--- src/rtl/capture_readout.sv ---
// rtl/capture_readout.sv - BRAM capture readout to valid/ready byte stream; optional header via READOUT_HEADER_EN
module capture_readout #(
    parameter int ADDR_W     = 18,
    parameter int RD_LATENCY = 1
) (
    input  logic              clk,
    input  logic              reset,
    input  logic              start,
    input  logic              abort,
    input  logic [ADDR_W-1:0] sample_count,
    output logic              bram_en,
    output logic [ADDR_W-1:0] bram_addr,
    input  logic [7:0]        bram_rdata,
    output logic [7:0]        out_data,
    output logic              out_valid,
    input  logic              out_ready,
    output logic              busy,
    output logic              done,
    output logic [ADDR_W:0]   bytes_sent
);

    typedef enum logic [2:0] {
        S_IDLE    = 3'd0,
        S_ISSUE   = 3'd1,
        S_WAIT    = 3'd2,
        S_PRESENT = 3'd3,
        S_FINISH  = 3'd4
`ifdef READOUT_HEADER_EN
        , S_HEADER = 3'd5
`endif
    } state_t;

    localparam logic [1:0]        LAT   = RD_LATENCY[1:0];
    localparam logic [ADDR_W-1:0] A_ONE = ADDR_W'(1);
    localparam logic [ADDR_W:0]   B_ONE = (ADDR_W + 1)'(1);

    state_t              state_q, state_d;
    logic [ADDR_W-1:0]   remaining_q, remaining_d;
    logic [ADDR_W-1:0]   rd_addr_q, rd_addr_d;
    logic [1:0]          wait_q, wait_d;
    logic [7:0]          out_data_q, out_data_d;
    logic                out_valid_q, out_valid_d;
    logic                busy_q, busy_d;
    logic                done_q, done_d;
    logic [ADDR_W:0]     bytes_sent_q, bytes_sent_d;
    logic                handshake;

`ifdef READOUT_HEADER_EN
    logic [1:0]          hdr_idx_q, hdr_idx_d;
    logic [31:0]         cnt_ext;

    assign cnt_ext = 32'(remaining_q);

    // Header byte for a given index: sync marker then 24-bit big-endian count
    function automatic logic [7:0] hdr_byte(input logic [1:0] idx, input logic [31:0] cnt);
        case (idx)
            2'd0:    hdr_byte = 8'hA5;
            2'd1:    hdr_byte = cnt[23:16];
            2'd2:    hdr_byte = cnt[15:8];
            default: hdr_byte = cnt[7:0];
        endcase
    endfunction
`endif

    assign handshake  = out_valid_q && out_ready;
    assign bram_en    = (state_q == S_ISSUE);
    assign bram_addr  = rd_addr_q;
    assign out_data   = out_data_q;
    assign out_valid  = out_valid_q;
    assign busy       = busy_q;
    assign done       = done_q;
    assign bytes_sent = bytes_sent_q;

    // State and datapath registers; async reset clears every output immediately
    always_ff @(posedge clk or posedge reset) begin
        if (reset) begin
            state_q      <= S_IDLE;
            remaining_q  <= '0;
            rd_addr_q    <= '0;
            wait_q       <= '0;
            out_data_q   <= '0;
            out_valid_q  <= 1'b0;
            busy_q       <= 1'b0;
            done_q       <= 1'b0;
            bytes_sent_q <= '0;
`ifdef READOUT_HEADER_EN
            hdr_idx_q    <= '0;
`endif
        end else begin
            state_q      <= state_d;
            remaining_q  <= remaining_d;
            rd_addr_q    <= rd_addr_d;
            wait_q       <= wait_d;
            out_data_q   <= out_data_d;
            out_valid_q  <= out_valid_d;
            busy_q       <= busy_d;
            done_q       <= done_d;
            bytes_sent_q <= bytes_sent_d;
`ifdef READOUT_HEADER_EN
            hdr_idx_q    <= hdr_idx_d;
`endif
        end
    end

    // Next-state logic: one BRAM read per byte, no prefetch; abort overrides everything
    always_comb begin
        state_d      = state_q;
        remaining_d  = remaining_q;
        rd_addr_d    = rd_addr_q;
        wait_d       = wait_q;
        out_data_d   = out_data_q;
        out_valid_d  = out_valid_q;
        busy_d       = busy_q;
        done_d       = 1'b0;
        bytes_sent_d = bytes_sent_q;
`ifdef READOUT_HEADER_EN
        hdr_idx_d    = hdr_idx_q;
`endif

        case (state_q)
            S_IDLE: begin
                if (start && !abort) begin
                    if (sample_count != '0) begin
                        remaining_d  = sample_count;
                        rd_addr_d    = '0;
                        bytes_sent_d = '0;
                        busy_d       = 1'b1;
`ifdef READOUT_HEADER_EN
                        hdr_idx_d    = 2'd0;
                        out_data_d   = 8'hA5;
                        out_valid_d  = 1'b1;
                        state_d      = S_HEADER;
`else
                        state_d      = S_ISSUE;
`endif
                    end else begin
                        done_d = 1'b1;
                    end
                end
            end
`ifdef READOUT_HEADER_EN
            S_HEADER: begin
                if (handshake) begin
                    if (hdr_idx_q == 2'd3) begin
                        out_valid_d = 1'b0;
                        state_d     = S_ISSUE;
                    end else begin
                        hdr_idx_d  = hdr_idx_q + 2'd1;
                        out_data_d = hdr_byte(hdr_idx_q + 2'd1, cnt_ext);
                    end
                end
            end
`endif
            S_ISSUE: begin
                wait_d  = LAT;
                state_d = S_WAIT;
            end
            S_WAIT: begin
                if (wait_q <= 2'd1) begin
                    out_data_d  = bram_rdata;
                    out_valid_d = 1'b1;
                    state_d     = S_PRESENT;
                end else begin
                    wait_d = wait_q - 2'd1;
                end
            end
            S_PRESENT: begin
                if (handshake) begin
                    out_valid_d  = 1'b0;
                    bytes_sent_d = bytes_sent_q + B_ONE;
                    remaining_d  = remaining_q - A_ONE;
                    rd_addr_d    = rd_addr_q + A_ONE;
                    if (remaining_q == A_ONE) begin
                        done_d  = 1'b1;
                        busy_d  = 1'b0;
                        state_d = S_FINISH;
                    end else begin
                        state_d = S_ISSUE;
                    end
                end
            end
            S_FINISH: begin
                state_d = S_IDLE;
            end
            default: begin
                state_d = S_IDLE;
            end
        endcase

        if (abort && (state_q != S_IDLE)) begin
            state_d     = S_IDLE;
            out_valid_d = 1'b0;
            busy_d      = 1'b0;
            done_d      = 1'b0;
        end
    end

endmodule

--- config.mk ---
export PLATFORM = sky130hd
export DESIGN_NAME = capture_readout
export DESIGN_NICKNAME = d
export VERILOG_FILES = /design/src/rtl/capture_readout.sv
export SDC_FILE = /design/constraint.sdc
export NUM_CORES = 1
export LEC_CHECK = 0
export ABC_AREA = 1
export ABC_CLOCK_PERIOD_IN_PS = 3000
export CORE_MARGIN = 8
export CORE_UTILIZATION = 35
export DETAILED_ROUTE_END_ITERATION = 6
export GPL_ROUTABILITY_DRIVEN = 0
export GPL_TIMING_DRIVEN = 0
export PLACE_DENSITY = 0.57
export REMOVE_ABC_BUFFERS = 1
export SLEW_MARGIN = 40
export SYNTH_ARGS = -nofsm -noshare
export SYNTH_HDL_FRONTEND = slang
export SYNTH_SLANG_ARGS = --single-unit
--- constraint.sdc ---
create_clock -name clk -period 3 [get_ports clk]
set_input_delay 0.6 -clock clk [delete_from_list [all_inputs] [get_ports clk]]
set_output_delay 0.6 -clock clk [all_outputs]
set_load 0.005 [all_outputs]
After elaboration in Yosys (flattened, before gate mapping)

Cells that the tools add are included.

Add/sub/neg operators: 4
Order comparisons: 1
Equality and inequality tests: 13
Muxes and demuxes: 37
Reductions and logical operators: 17

Operators with widths:

| cell                                                 | number |
|---|---|
| 2-to-1 mux 18 bit                                    | 6 |
| one-hot mux 18 bit (2 select lines)                  | 2 |
| 2-to-1 mux 19 bit                                    | 3 |
| one-hot mux 19 bit (2 select lines)                  | 1 |
| adder 19 x 1 -> 19 bit, second input constant        | 1 |
| adder 18 x 1 -> 18 bit, second input constant        | 1 |
| equality test 18 x 1 -> 1 bit, second input constant | 1 |
| 2-to-1 mux 3 bit                                     | 6 |
| nonzero test 18 bit                                  | 1 |
| subtractor 18 x 1 -> 18 bit, second input constant   | 1 |
| != test 3 bit, second input constant                 | 5 |
| 2-to-1 mux 1 bit                                     | 13 |
| one-hot mux 3 bit (4 select lines)                   | 1 |
| nonzero test 3 bit                                   | 3 |
| != test 2 bit, second input constant                 | 4 |
| AND reduction 4 bit                                  | 2 |
| equality test 3 x 2 -> 1 bit, second input constant  | 2 |
| one-hot mux 1 bit (2 select lines)                   | 3 |
| AND reduction 5 bit                                  | 1 |
| one-hot mux 2 bit (2 select lines)                   | 1 |
| AND reduction 2 bit                                  | 2 |
| nonzero test 2 bit                                   | 2 |
| equality test 3 x 1 -> 1 bit, second input constant  | 1 |
| logical AND 1 bit                                    | 3 |
| other kinds (6)                                      | 6 |

Bits in registers: 71
Bits of input ports: 31
Output and inout port bits: 49
Word-level logic and storage cells: 81

Longest topological paths before layout

Depth in word-level cells: 5
Gate-level depth with buffers: 12
Gate-level depth less buffers: 12

Least setup slack after synthesis

No wires, ideal clock.

Path type: input to register
Start: input sample_count[4]
End: register remaining_q[5]
Library setup time: 0.126 ns
Arrival: 1.476 ns
Data required time: 2.874 ns
Slack: 1.398 ns
Cell stages on the path: 9
Path buffers: 1
Cells stage by stage: nor2_1 nand3_1 nor2_1 nand2_1 nand2_1 nand2_4 buf_2 nand2_1 o21ai_0

Longest elaborated chain between the ends: 3

RTL lines:

| what                          | RTL line | RTL |
|---|---|---|
| from (decl)                   | 10       | `input logic [ADDR_W-1:0] sample_count,` |
| nonzero test 18 bit           | 123      | `if (sample_count != '0) begin` |
| != test 2 bit (no line)       | n/a      |  |
| AND reduction 4 bit (no line) | n/a      |  |
| to (signal assigned)          | 91       | `remaining_q <= remaining_d;` |
| to (decl)                     | 38       | `logic [ADDR_W-1:0] remaining_q, remaining_d;` |

No other way between the ends.
A chain may end at the register's enable or synchronous reset.

Worst setup path in the final report

Start: register state_q[2]
End: register remaining_q[9]

Longest elaborated chain between the ends: 3
Elaborated cells between the ends (all ways): 8
Those cells by class: eq/ne (4); mux (1); reduce/logical (3)

RTL lines:

| what                                                              | RTL line | RTL |
|---|---|---|
| from (decl)                                                       | 37       | `state_t state_q, state_d;` |
| from (signal assigned)                                            | 90       | `state_q <= state_d;` |
| equality test 3 x 2 -> 1 bit or logical NOT 3 bit (tied branches) | 120      | `case (state_q)` |
| != test 2 bit (no line) or nonzero test 2 bit (tied branches)     | n/a      |  |
| AND reduction 4 bit (no line)                                     | n/a      |  |

Several ways; a longest one is shown, not always the timed one.

==> impl_metrics.yaml <==
status:
  outcome: "completed"
synthesis:
  synth_compound_gate_area_share: 0.0619
  post-synth-top-area-fraction: 0.392
  syn-mean-instance-area_um2: 6.59
  syn_warnings: 0
  syn-instance-count: 687
  syn_area_um2: 4530
  synth.largest_area_cell: "dfrtp_1"
  multiplexer_share_of_the_synthesized_area: 0
  synth-xor-area-share: 0.0329
  synth_cell_types: 27
  share_of_the_yosys_chip_area_belonging_to_registers: 0.392
  synth_top_cells_by_area: "dfrtp_1 39%, nand2_1 21%, nor2_1 8.3%, nand3_1 7.3%, inv_1 4.9%"
  synthAdderAreaFrac: 0.0138
  register_bit_total_from_synthesis: 71
  synth-simple-area-share: 0.423
  synth_top_family_by_area: "simple AND/OR/NAND/NOR gates"
critical_path:
  critical_path.reg2reg.startpoint: "state_q[2]"
  critical_path.startpoint: "state_q[2]"
  critPathSlowestCell: "inv_6"
  timing.setup.critical_path_class: "register to register"
  timing.critical_path.required_ps: 3260
  timing.critical_path.arrival_ps: 2840
  worst_setup_path_start_kind: "register"
  critPathMaxStageDelay_ps: 600
  cp_max_fo: 48
  timing.critical_path.cells: "inv_1 -> nand3_2 -> inv_6 -> nand2_2 -> nand2_4 -> nand2_1 -> o21ai_0"
  end_kind: "register"
final_layout:
  final_nets: 796
  syn_to_final_growth_pct: 27.9
  layout_common_cells: "255 x nand2_1, 100 x nor2_1, 79 x clkdlybuf4s50_1"
  layout-drive-gt1-share: 0.0458
  most_frequent_standard_cell_in_the_layout_excluding_fill_and_tap_cells: "nand2_1"
  num_antenna_cells: 0
placement:
  dpl.hpwl_um: 9010
  portBuffers: 79
  dp_slack_ps: 278
global_routing:
  vias_in_the_first_global_route: 4296
  grt_util_met3: 0.0494
  grt_first_pass_wirelength_um: 21400
  grt-ovfl-total: 0
  grt_use_total: 0.159
  grtUsageMet2: 0.265
  antenna_found_initial: 0
  maximum_number_of_pins_on_one_net_before_global_route_repair: 60
  gr-usage-met1: 0.195
  grt.busiest_layer: "met2"
floorplan:
  core.rowCount: 41
  ios: 80
  floorplan_die_height_um: 130
  die_w_um: 130
  core_area_um2: 12600
  design.die.area_um2: 16800
  floorplan.initialDensity: 0.359
clock_tree:
  tritoncts: "done"
  cts_bufs_inserted: 9
  cts_hold_buffers: 0
  clock_transition_at_the_registers_of_the_reported_paths_ps: 60
  cts_max_level: 3
  post_cts.repair.setup_buffers: 0
  clock-sinks: 71
  cts-root-to-sink-buffers: 2
  cts_resized: 0
  clk_latency_ps: 340
  clk_root_buffer_cell: "clkbuf_16"
timing:
  slew-limit-headroom: 0.525
  drv_slew: 0
  final.setup_skew_ps: 10.1
  tightest_slew_ps: 712
  hold_slack_ps: 474
  min_period_over_period: 0.861
  rsz0062_at_grt: "no"
  achievable-frequency_mhz: 387
  setup_violations: 0
  setup-tns-final_ps: 0
  hold_viol: 0
  period_minus_slack_ps: 2580
  worst_slack_ps: 416
min_path:
  hold_path_startpoint: "out_data[3]"
  hold_class: "register to register"
power_and_ir_drop:
  ir_drop_mv: 0.440
  power.total_mw: 4.23
  power.density_cell_area_nw_per_um2: 730
  leakage_nw: 2.59
detailed_routing:
  detail_route.drc_violations: 0
  avgRoutedWirePerCell_um: 13.5
  detail-route-antenna-nets: 0
  vias: 4483
  viasPerCell: 4.78
  postRouteWirelength_um: 12700
  drt_iter0_markers: 265
  drtPass1Iterations: 4
flow_run:
  maxCapViolCount: 0
[power breakdown]
part / switching (mW) / total, mW / internal, mW
clock network: 0.419 / 1.17 / 0.748
logic: 1.08 / 1.66 / 0.579
registers: 0.221 / 1.41 / 1.19
total: 1.72 / 4.23 / 2.51
[cells by family (layout without fill, tap and decap cells)]
logic type,count (synthesis),count (layout)
and+or+nand+nor,461,461
buffers and inverters,80,158
adders and majority gates,5,5
AOI/OAI and AO/OA,53,53
DFF,71,71
xor gates and xnor gates,17,17
[critical path, delay by kind of cell (launching register included)]
kind,cells,cell delay [ps]
AO/OA/AOI/OAI,1,170
buffers and inverters,2,720
flip-flops,1,380
AND/OR/NAND/NOR,4,1220
[layout make-up]
| type | count | area (µm²) |
|---|---|---|
| fill | 1332 | 6830 |
| multi-input combinational | 536 | 2420 |
| sequential | 71 | 1780 |
| timing repair buffer | 80 | 818 |
| inverter | 62 | 243 |
| clock buffer | 10 | 239 |
| tap | 172 | 215 |
| clock inverter | 6 | 83.8 |
[synthesized netlist by cell type]
cell and n:
nand2_1 255, clkbuf_1 2, or2_2 5, dfrtp_1 71
nand3b_1 5, nor3_1 7, nand2_2 3, inv_2 3
o21ai_0 38, buf_2 9, buf_6 2, buf_4 5
a22o_1 1, nand4_1 13, nand2_4 1, o21ai_1 7
xor2_1 16, nor2_1 100, a21oi_1 3, o21bai_1 3
o22a_1 1, and2_1 2, nand3_1 66, ha_1 5
xnor2_1 1, nor2_2 4, inv_1 59
[worst paths after layout]
check	end	slack, ps	depth (start not counted)
hold reg to reg	out_data[3]	470	2
min in group asynchronous	bytes_sent[16]	620	2
max in group asynchronous	remaining_q[3]	1860	3
setup / recovery	remaining_q[9]	420	7
setup reg to reg	remaining_q[9]	420	7
hold / removal	out_data[3]	470	2
[metal layers]
metal | vias to the layer above | part of all wire | wire length, µm
li1 | 2317 | - | -
met1 | 2087 | 0.46 | 5840
met2 | 73 | 0.47 | 6010
met3 | 6 | 0.058 | 742
met4 | 0 | 0.0079 | 100
met5 | - | 0 | 0
[metrics by stage]
step | util | cells | instance area, µm²
2_1_floorplan | - | 669 | 4420
3_3_place_gp | 0.430 | 920 | 5420
3_5_place_dp | 0.433 | 921 | 5470
4_1_cts | 0.459 | 937 | 5790
5_1_grt | 0.459 | 937 | 5790
6_report | 0.459 | 937 | 5790
[flip-flops by register name, summed over array words and instances, names as in the netlist]
| signal | flops |
|---|---|
| state_q | 3 |
| busy | 1 |
| bram_addr | 18 |
| out_data | 8 |
| bytes_sent | 19 |
| out_valid | 1 |
| wait_q | 2 |
| done | 1 |
| remaining_q | 18 |
Power figures use the tool's default switching activity.
==> edit (config.mk and constraints unchanged) <==
The option `READOUT_HEADER_EN` is turned on by a define.
--- a/src/rtl/capture_readout.sv
+++ b/src/rtl/capture_readout.sv
@@ -1,4 +1,6 @@
 // rtl/capture_readout.sv - BRAM capture readout to valid/ready byte stream; optional header via READOUT_HEADER_EN
+`define READOUT_HEADER_EN
+
 module capture_readout #(
     parameter int ADDR_W     = 18,
     parameter int RD_LATENCY = 1
Function: changed (Yosys sat finds a counterexample within 4 cycles, from zero or initial values and one cycle with reset high).
==> edit against the unedited design <==
- final area increased by 7.1%
- area after synthesis increased by 7.7%
- sequential cell count increased by 2
- clock power decreased by 15%
- critical path type unchanged
- power increased by 8.6%
- worst setup slack improved by 0.053 ns
- critical endpoint is now remaining_q[7]
- routed wire length increased by 10%
- highest routed layer unchanged
- via count increased by 10%
==> edit: results (changes against the unedited design) <==
| Metric | Value |
|---|---|
| Status | finished, final reports clean (unchanged) |
| Met2 usage | 26.39% (was 26.46%) |
| Register area share after synthesis | 37.46% (was 39.23%) |
| Largest net degree at the start of global routing | 55 (was 60) |
| Critical Path Max Stage Delay | 0.49 ns (was 0.60 ns) |
| Skew final | 0.006372 ns (was 0.01011 ns) |
| Number of port buffers | 79 (unchanged) |
| Grt met1 use | 20.93% (was 19.50%) |
| Data arrival time of the worst path | 2.74 ns (was 2.84 ns) |
| Number of flip-flops in the largest register | 19 (unchanged) |
| Metal1 wirelength | 6453 um (was 5838 um) |
| Tot GR Track Use | 16.05% (was 15.86%) |
| Metal3 WL | 871 um (was 742 um) |
| Dpl hpwl | 10310 um (was 9011 um) |
| Initial antenna violation count | 0 (unchanged) |
| Ant diodes | 0 (unchanged) |
| # fillers | 1491 (was 1332) |
| Critical path startpoint | state_q[0] (was state_q[2]) |
| Post-CTS Setup Bufs | 0 (unchanged) |
| Wire length on met2 | 6466 um (was 6011 um) |
| Net count, final | 863 (was 796) |
| Synth unique cells | 29 (was 27) |
| Hold wc startpoint | wait_q[0] (was out_data[3]) |
| Top-count cell post-synth | nand2_1 (unchanged) |
| Post-synth ARST share | 100.0% (unchanged) |
| Average via count per standard cell | 4.919 (was 4.784) |
| Max Root-Sink Buffers | 2 (unchanged) |
| CTS resizes | 0 (unchanged) |
| Clk Latency, worst-skew pair | approximately 0.33 ns |
| Flop2flop setup slack | 0.47 ns (was 0.42 ns) |
| Synth cell count leaders | nand2_1 (259), nor2_1 (113), dfrtp_1 (73) (was nand2_1 (255), nor2_1 (100), dfrtp_1 (71)) |
| TritonRoute pass-1 iters | 5 (was 4) |
| Number of synthesis warnings | 0 (unchanged) |
| Met3 Use GR | 3.104% (was 4.937%) |
| Max Used Layer | met4 (unchanged) |
| Hold Crit Depth | 1 (was 2) |
| Slowest cell on crit path | nor2_4 (was inv_6) |
| Maximum vdd drop | 0.3344 mV (was 0.4401 mV) |
| Crit path max-delay family | simple AND/OR/NAND/NOR gates (unchanged) |
| HP Class | reg -> reg (unchanged) |
| Top post-synthesis cells by area | dfrtp_1 (37%), nand2_1 (20%), nor2_1 (8.7%) (was dfrtp_1 (39%), nand2_1 (21%), nor2_1 (8.3%)) |
| Leak | 2.723 nW (was 2.589 nW) |
| H-tree Lvls | 3 (unchanged) |
| Share of cells above drive strength 1 | 4.121% (was 4.575%) |
| First-pass GRT wire length | 23820 um (was 21360 um) |
| Average wire per standard cell | 13.89 um (was 13.55 um) |
| CTS clk-pin slew, worst paths | 0.06 ns (about the same) |
| Post-synth top area cell | dfrtp_1 (unchanged) |
| Num CTS Buffers | 9 (unchanged) |
| WHS | 0.4864 ns (was 0.4744 ns) |
| Worst-path maximum fanout | 52 (was 48) |
| Vias in the first global route | 4680 (was 4296) |
| DRT iter0 DRCs | 307 (was 265) |
| Slew @ Worst Pin | 0.6020 ns (was 0.7121 ns) |
| R2R depth | 10 (was 7) |
| Clk root buf | clkbuf_16 (unchanged) |
## edit: cell types whose count changed after synthesis, moves of 5 or more
cell and delta:
o21ai_1 +31, inv_1 +5, nor2_1 +13, o22ai_1 +5, a21oi_1 +10, nand4_1 -5, o21ai_0 -14, nand3_1 +6
nand3b_1 -5, ha_1 +5
## edit: per-stage QoR
| step | setup WS [ns] | cell area, um2 | cells |
|---|---|---|---|
| final | 0.4690 | 6202 | 1005 |
| after global routing | 0.1643 | 6202 | 1005 |
| after CTS | 0.1403 | 6195 | 1005 |
| after detailed placement | 0.1529 | 5924 | 991 |
| after global placement | -1.101 | 5784 | 986 |
| after floorplan | 0.2479 | 4768 | 727 |
## edit: report_power, final
group	internal, mW	leakage (nW)	switching [mW]	total [mW]
combinational	0.749	1.63	1.37	2.12
sequential	1.22	0.965	0.256	1.47
clock	0.593	0.133	0.411	1.00
## edit: logic make-up (layout without fill, tap and decap cells)
| kind of cell | count (synthesis) | after routing | synth area share, % |
|---|---|---|---|
| buf+inv | 87 | 163 | 7.235 |
| simple gates | 470 | 470 | 39.41 |
| xor+xnor | 20 | 20 | 3.592 |
| flops | 73 | 73 | 37.46 |
| fa+ha+maj | 10 | 10 | 2.565 |
| compound gates | 89 | 89 | 9.749 |
## edit: final cells by class
class	instances	area share, %
Multi-Input combinational cell	589	43.98
Inverter	65	4.015
Tap cell	180	3.631
Clock inverter	3	0.2824
Timing Repair Buffer	84	14.57
Sequential cell	73	29.45
Clock buffer	11	4.075
## edit: final timing paths
kind / endpoint
setup / recovery: remaining_q[7]
hold / removal: wait_q[0]
setup reg to reg: remaining_q[7]
hold reg to reg: wait_q[0]
max in group asynchronous: remaining_q[3]
min in group asynchronous: bram_addr[10]
